[src/rtl/mode_alu_pkg.sv]
// mode_alu_pkg: mode encoding shared by the display mode sequencer.
package mode_alu_pkg;
  typedef enum logic [2:0] {IDLE = 3'd0, SUM, DIFF, MUL, GRAY, BIN} t_mode;
  localparam int MODE_CNT = 6;
endpackage

[src/rtl/btn_edge.sv]
// btn_edge: two-flop synchroniser, optional debouncer (BTN_DEBOUNCE_EN), rising-edge pulse.
module btn_edge #(
  parameter int DEB_CYCLES = 4
) (
  input  logic clk,
  input  logic srst,
  input  logic btn,
  output logic pulse
);
  logic s1_q, s2_q, lvl, lvl_q;
  always_ff @(posedge clk) begin
    if (srst) begin
      s1_q  <= 1'b0;
      s2_q  <= 1'b0;
      lvl_q <= 1'b0;
    end else begin
      s1_q  <= btn;
      s2_q  <= s1_q;
      lvl_q <= lvl;
    end
  end
`ifdef BTN_DEBOUNCE_EN
  localparam int CW = $clog2(DEB_CYCLES + 1);
  logic [CW-1:0] cnt_q;
  logic deb_q;
  // Level flips on the DEB_CYCLES-th consecutive sample that disagrees with it.
  always_ff @(posedge clk) begin
    if (srst) begin
      cnt_q <= '0;
      deb_q <= 1'b0;
    end else if (s2_q == deb_q) begin
      cnt_q <= '0;
    end else if (cnt_q == CW'(DEB_CYCLES - 1)) begin
      cnt_q <= '0;
      deb_q <= s2_q;
    end else begin
      cnt_q <= cnt_q + 1'b1;
    end
  end
  assign lvl = deb_q;
`else
  if (DEB_CYCLES >= 1) begin : g_sync
    assign lvl = s2_q;
  end else begin : g_off
    assign lvl = 1'b0;
  end
`endif
  assign pulse = lvl & ~lvl_q;
endmodule

[src/rtl/mode_alu_display.sv]
// mode_alu_display: button-stepped six-mode ALU/counter display; BTN_DEBOUNCE_EN adds button debouncing.
module mode_alu_display
  import mode_alu_pkg::*;
#(
  parameter int W          = 3,
  parameter int Y_W        = 8,
  parameter int BLINK_DIV  = 256,
  parameter int DEB_CYCLES = 4
) (
  input  logic           clk,
  input  logic           srst,
  input  logic           btn_next,
  input  logic           btn_prev,
  input  logic [W-1:0]   x1,
  input  logic [W-1:0]   x2,
  output logic [Y_W-1:0] y,
  output logic [2:0]     mode,
  output logic           ovf
);
  localparam int BW = $clog2(BLINK_DIV);
  localparam int RW = (2 * W > Y_W ? 2 * W : Y_W) + 1;
  t_mode mode_q, mode_d;
  logic [Y_W-1:0] y_q, y_d, cnt_q;
  logic [BW-1:0] bcnt_q;
  logic [RW-1:0] r;
  logic ovf_q, ovf_d, blink_q, nxt, prv, arith, bwrap;
  btn_edge #(.DEB_CYCLES(DEB_CYCLES)) u_next (.clk(clk), .srst(srst), .btn(btn_next), .pulse(nxt));
  btn_edge #(.DEB_CYCLES(DEB_CYCLES)) u_prev (.clk(clk), .srst(srst), .btn(btn_prev), .pulse(prv));
  assign bwrap = bcnt_q == BW'(BLINK_DIV - 1);
  always_ff @(posedge clk) begin
    if (srst) begin
      cnt_q   <= '0;
      bcnt_q  <= '0;
      blink_q <= 1'b0;
    end else begin
      cnt_q   <= cnt_q + 1'b1;
      bcnt_q  <= bwrap ? '0 : bcnt_q + 1'b1;
      blink_q <= blink_q ^ bwrap;
    end
  end
  always_comb begin
    mode_d = mode_q;
    if (int'(mode_q) >= MODE_CNT) mode_d = IDLE;
    else if (nxt && !prv) mode_d = (mode_q == BIN) ? IDLE : t_mode'(mode_q + 3'd1);
    else if (prv && !nxt) mode_d = (mode_q == IDLE) ? BIN : t_mode'(mode_q - 3'd1);
  end
  // Result is formed at full width so saturation sees every carried-out bit.
  always_comb begin
    r = (mode_d == SUM)  ? RW'(x1) + RW'(x2) :
        (mode_d == DIFF) ? ((x1 >= x2) ? RW'(x1 - x2) : RW'(x2 - x1)) :
                           RW'(x1) * RW'(x2);
    arith = mode_d inside {SUM, DIFF, MUL};
    ovf_d = arith && ((r >> Y_W) != '0);
    y_d = ovf_d             ? '1 :
          arith             ? r[Y_W-1:0] :
          (mode_d == GRAY)  ? cnt_q ^ (cnt_q >> 1) :
          (mode_d == BIN)   ? cnt_q :
                              Y_W'(blink_q);
  end
  always_ff @(posedge clk) begin
    if (srst) begin
      mode_q <= IDLE;
      y_q    <= '0;
      ovf_q  <= 1'b0;
    end else begin
      mode_q <= mode_d;
      y_q    <= y_d;
      ovf_q  <= ovf_d;
    end
  end
  assign y    = y_q;
  assign mode = mode_q;
  assign ovf  = ovf_q;
endmodule

[config.mk]
export PLATFORM = sky130hd
export DESIGN_NAME = mode_alu_display
export DESIGN_NICKNAME = d
export VERILOG_FILES = /design/src/rtl/mode_alu_pkg.sv /design/src/rtl/btn_edge.sv /design/src/rtl/mode_alu_display.sv
export SDC_FILE = /design/constraint.sdc
export NUM_CORES = 1
export LEC_CHECK = 0
export ABC_AREA = 1
export BUFFER_PORTS_ARGS = -buffer_cell sky130_fd_sc_hd__buf_4
export CORE_ASPECT_RATIO = 0.75
export CORE_MARGIN = 2
export CORE_UTILIZATION = 40
export CTS_CLUSTER_DIAMETER = 150
export DETAILED_ROUTE_END_ITERATION = 8
export HOLD_SLACK_MARGIN = 0.1
export PLACE_DENSITY = 0.59
export SYNTH_ARGS = -nofsm -noshare
export SYNTH_HDL_FRONTEND = slang
export SYNTH_SLANG_ARGS = --single-unit
export TNS_END_PERCENT = 50
[constraint.sdc]
create_clock -name clk -period 3.1 [get_ports clk]
set_input_delay 0.775 -clock clk [delete_from_list [all_inputs] [get_ports clk]]
set_output_delay 0.775 -clock clk [all_outputs]
set_load 0.005 [all_outputs]
# Word-level counts from Yosys, hierarchy flattened
# Index checks and enable logic that the tools add are counted.
dict set report word_totals {
  register_bits 35
  latchBits 0
  ramBits 0
  rom_bits 0
  out_inout_bits 12
  n_memories 0
}
dict set report classes {
  add_sub_neg 7
  n_mul 1
  n_div 0
  n_lt_le_gt_ge 2
  eq_ne 7
  shift 0
  n_mux 12
  bitwise 6
  n_reduce_logical 8
}
# cell n
set op_table {}
lappend op_table {{2-to-1 mux 8 bit} 4}
lappend op_table {{2-to-1 mux 9 bit} 3}
lappend op_table {{adder 8 x 1 -> 8 bit (second input constant)} 2}
lappend op_table {{2-to-1 mux 3 bit} 5}
lappend op_table {{== test 3 bit (second input constant)} 3}
lappend op_table {{== test 8 bit (second input constant)} 1}
lappend op_table {{subtractor 3 x 3 -> 4 bit} 2}
lappend op_table {{XOR 8 x 7 -> 8 bit} 1}
lappend op_table {{== test 3 x 2 -> 1 bit (second input constant)} 2}
lappend op_table {{multiplier 3 x 3 -> 6 bit} 1}
lappend op_table {{adder 3 x 3 -> 4 bit} 1}
lappend op_table {{adder 3 x 1 -> 3 bit (second input constant)} 1}
lappend op_table {{== test 3 x 1 -> 1 bit (second input constant)} 1}
lappend op_table {{greater-or-equal comparator 3 bit} 1}
lappend op_table {{greater-or-equal comparator 3 bit (second input constant)} 1}
lappend op_table {{logical AND 1 bit} 3}
lappend op_table {{zero test 3 bit} 1}
lappend op_table {{nonzero test 3 bit} 1}
lappend op_table {{subtractor 3 x 1 -> 3 bit (second input constant)} 1}
lappend op_table {{bitwise AND 1 bit} 2}
lappend op_table {{zero test 1 bit} 2}
lappend op_table {{NOT 1 bit} 2}
lappend op_table {{OR reduction 2 bit} 1}
lappend op_table {{XOR 1 bit} 1}

# Depth between registers and ports, before layout
dict set report logic_depth {
  depth_word 12
  depth_mapped 15
}

# By module
# Synthesis repeated with hierarchy kept, for this count alone.
dict set report unflattened {
  hier_cells 297
  hier_area_um2 2157.1
}
# mod n_inst cells_per_inst area_each_um2 seq_area_each_um2
set modules_own_cells {}
lappend modules_own_cells {mode_alu_display 1 277 1984.4 580.6}
lappend modules_own_cells {btn_edge 2 10 86.3 60.1}

# Least setup slack after synthesis
# Ideal clock, no wire load.
dict set report synth_path {
  kind {in2reg}
  start {input port x1[1]}
  end {register y_q[4] (netlist: y[4])}
  setup_time_ps 119
  arrival_time_ps 2389
  path_slack_ps 592
  stages 7
  cell_sequence {ha_1 > fa_1 > ha_1 > fa_1 > xor2_1 > a21oi_1 > a21oi_1}
}
dict set report synth_via {
  elab_chain_len 6
  elab_cells_between_ends 10
}
# element line_no
set synth_lines {}
lappend synth_lines {{start: declaration} mode_alu_display.sv:14} ;# input logic [W-1:0] x1,
lappend synth_lines {{parallel branches: the longest is 2 deep, another holds multiplier 3 x 3 -> 6 bit} n/a}
lappend synth_lines {{2-to-1 mux 9 bit (*)} mode_alu_display.sv:50} ;# (mode_d == DIFF) ? ((x1 >= x2) ? RW'(x1 - x2) : RW'(x2 - x1)) :
lappend synth_lines {{2-to-1 mux 9 bit (*)} mode_alu_display.sv:49} ;# r = (mode_d == SUM) ? RW'(x1) + RW'(x2) :
lappend synth_lines {{2-to-1 mux 8 bit or logical AND 1 bit (tied branches)} {mode_alu_display.sv:55, mode_alu_display.sv:53}}
lappend synth_lines {{2-to-1 mux 8 bit (*)} mode_alu_display.sv:54} ;# y_d = ovf_d ? '1 :
lappend synth_lines {{end signal: assignment} mode_alu_display.sv:67} ;# y_q <= y_d;
lappend synth_lines {{end: declaration} mode_alu_display.sv:23} ;# logic [Y_W-1:0] y_q, y_d, cnt_q;
# Mark *: on every way between the ends.
# A chain may end at the register's enable or synchronous reset.

# Final worst setup path
dict set report layout_path {
  start {input port x1[0]}
  end {register y_q[1] (netlist: y[1])}
}
dict set report layout_via {
  elab_chain_len 6
  elab_cells_between_ends 11
}
# element line_no
set layout_lines {}
lappend layout_lines {{parallel branches: the longest is 3 deep, another holds multiplier 3 x 3 -> 6 bit} n/a}
lappend layout_lines {{2-to-1 mux 9 bit (*)} mode_alu_display.sv:49}
lappend layout_lines {{2-to-1 mux 8 bit or logical AND 1 bit (tied branches)} {mode_alu_display.sv:55, mode_alu_display.sv:53}}
lappend layout_lines {{2-to-1 mux 8 bit (*)} mode_alu_display.sv:54}
# Marked as above.

==> impl_results.md <==
- Sink Count: 35
- Port bufs: 21
- Critical path endpoint category: flip-flop
- Number of synthesized flops with an enable pin: 0
- Crit path from: x1[0]
- Final max-slew violation count: 0
- RSZ-0062 raised after global routing: false
- PostCTS Resize Cnt: 0
- Max cap viols: 0
- I/O pin count: 22
- DR vias: 1791
- Clk Latency, worst-skew pair: just under 0.3 ns
- Tmin final: 2.50 ns
- Worst Setup Start Kind: input pin
- CTS tree: built
- Worst r2r path cells: 12
- R2r setup slk: approximately 1.2 ns
- Final wirelength: 4480 um
- FF+latch count, synth: 35
- Cell with the most instances after synthesis: nand2_1
- Pre-antenna DRT Iters: 4
- Yosys synthesis warning count: 0
- Reg-to-Reg End: y[1]
- Hold Crit Start: u_next.s1_q
- Share of cells above drive strength 1: between 15 and 20%
- Worst Setup EP: y[1]
- Mapped Area: between 0.002 and 0.0025 mm^2
- Area fraction of the dominant cell type after synthesis: 30.6%
- Synth top area cells: dfxtp_1, ha_1, nand2_1
- Overflow after GRT: 0
- Placer's final routability congestion estimate: 0.849
- Die area: 0.00635 mm^2
- Peak VDD IR: about 310 uV
- Post-CTS Hold Fix Bufs: 0
- Cts bufs inserted: 5
- Layout overhead on the synthesized area: 16.1%
- H-tree depth: 2
- Nets: about 370
- Chip height: 69.5 um
- Clock root buffer: clkbuf_8
- Clock buffer depth: 2
- Accumulated negative setup slack: 0 ns
- Routed len/inst: between 10 and 15 um
- Period utilization: around four fifths
- Largest net degree at the start of global routing: 20
- Top cells by count, synth: nand2_1, inv_1, dfxtp_1
- Syn Area/Cell: roughly 7.6 um^2
- Status: complete, no violations
- Remaining antenna violation count after routing: 0
- First-pass GRT wire length: between 7000 and 8000 um
- Yosys top cell by area: dfxtp_1
- DRC: 0
- Leakage power: approximately 1.3 nW
- Hold crit path type: reg -> reg
- Worst slew margin: about 76%
- PD cells: between 400 and 500 mW/mm^2
- Site Rows: 23
- Skew final: ~0.0084 ns
- Vias/cell: 4.44
- DRT iter0 DRCs: a little under 100
- Diodes inserted: 0
- Setup Viol. Count Final: 0
- Detailed Place HPWL: between 3000 and 4000 um
- Final total power: about 1.2 mW
- Post-Syn Nets: 341
- Clock Pin Slew Worst Setup and Hold Paths: 0.07 ns
- Die W: between 90 and 100 um
- Vias in the first global route: 1605
- CP Data Required Time: between 3 and 4 ns
- Dpl cells: between 300 and 400
- Reg-to-reg startpoint: mode[2]
- Worst Max-Slew Pin Slew: about 0.35 ns
- Primary FF master, synth: dfxtp_1
- FMAX: 400 MHz
- CP Class: in -> reg
- Number of setup buffers added after CTS: 0
- Yosys cell types: 33
- Core area: 0.00544 mm^2
- Syn Inst Count: between 300 and 400
- Initial antenna violation count: 0
- Crit path DAT: ~2.7 ns
- Top fanout value on the critical path: 5
- Seq/Total Area, Yosys: between 30% and 40%
- Async S/R FF share, synth: 0%
- Final hold violations: 0
- Post-route non-filler standard cell count: just over 400
- Tot GR Track Use: roughly 15%
- Initial Utilization: 42.1%
==> worst max-delay path, stage by stage <==
cell,delay (ns)
buf_4,0.13
inv_1,0.05
ha_1,0.17
fa_1,0.17
inv_1,0.05
fa_1,0.34
o21bai_1,0.22
o21ai_0,0.35
nor2_4,0.10
nand2_2,0.10
inv_2,0.05
a21oi_1,0.11
nand2_1,0.06
==> power breakdown <==
| part | internal [mW] | switching, mW | total, mW |
|---|---|---|---|
| Clock | 0.321 | 0.173 | 0.494 |
| Combinational | 0.0942 | 0.144 | 0.238 |
| Sequential | 0.469 | 0.0131 | 0.482 |
| Total | 0.884 | 0.330 | 1.21 |
==> per-layer routing <==
metal | vias to the layer above | global-route usage (%) | wire [um]
met4 | 0 | 3.54 | 40
met3 | 4 | 5.22 | 192
met5 | - | 0 | 0
li1 | 1006 | - | -
met2 | 28 | 17.7 | 1530
met1 | 753 | 25.3 | 2720
==> registers in the layout, indices dropped and copies added (netlist names) <==
| name | count |
|---|---|
| bcnt_q | 8 |
| cnt_q | 8 |
| y | 8 |
| mode | 3 |
| blink_q | 1 |
| ovf | 1 |
| u_next.lvl | 1 |
| u_next.lvl_q | 1 |
| u_next.s1_q | 1 |
| u_prev.lvl | 1 |
| u_prev.lvl_q | 1 |
| u_prev.s1_q | 1 |
==> worst min path at each step <==
stage	end	cells past startpoint	slack, ns
floorplan	u_next.lvl	2	0.39
global placement	u_next.lvl	2	0.39
detailed placement	u_prev.lvl	2	0.39
CTS	u_prev.lvl	2	0.40
global route	u_next.lvl	2	0.42
finish	u_next.lvl	2	0.40
==> logic make-up (layout without fill, tap and decap cells) <==
group | count (synthesis) | after routing | synth area share, %
and+or+nand+nor | 135 | 135 | 29.9
xor gates and xnor gates | 6 | 6 | 2.30
AOI/OAI and AO/OA | 42 | 42 | 10.1
DFF | 35 | 35 | 30.6
buffers and inverters | 56 | 81 | 9.35
muxes | 1 | 1 | 0.492
adders and majority gates | 28 | 28 | 17.3
==> final cells by class <==
cell class | count | area, um^2
Clock buffer | 5 | 68.8
Clock inverter | 3 | 67.6
Fill cell | 541 | 2780
Inverter | 52 | 195
Multi-Input combinational cell | 212 | 1370
Sequential cell | 35 | 701
Tap cell | 75 | 93.8
Timing Repair Buffer | 21 | 158
==> cell usage in the layout, fill, tap and decap left out, drive strengths merged <==
cell	netlist	routed
a211oi	1	1
a21oi	23	23
buf	3	21
bufinv	0	2
clkbuf	1	5
clkinvlp	0	1
dfxtp	35	35
fa	6	6
ha	22	22
inv	52	52
mux2	1	1
nand2	71	71
nand3	21	21
nand4	2	2
nor2	34	34
nor3	3	3
nor3b	3	3
o21a	1	1
o21ai	15	15
o21bai	1	1
o22ai	1	1
or2	1	1
xnor2	3	3
xor2	3	3
==> through the flow <==
step | worst slack (ns) | cell area [um^2] | util [%] | hold slack [ns]
3_5_place_dp | 0.324 | 2520 | 46.4 | 0.394
6_report | 0.600 | 2660 | 48.9 | 0.402
4_1_cts | 0.616 | 2660 | 48.9 | 0.405
3_3_place_gp | 0.364 | 2520 | 46.4 | 0.391
5_1_grt | 0.454 | 2660 | 48.9 | 0.423
2_1_floorplan | 0.592 | 2290 | - | 0.388
Note: power is estimated with default switching activity, not from simulation.
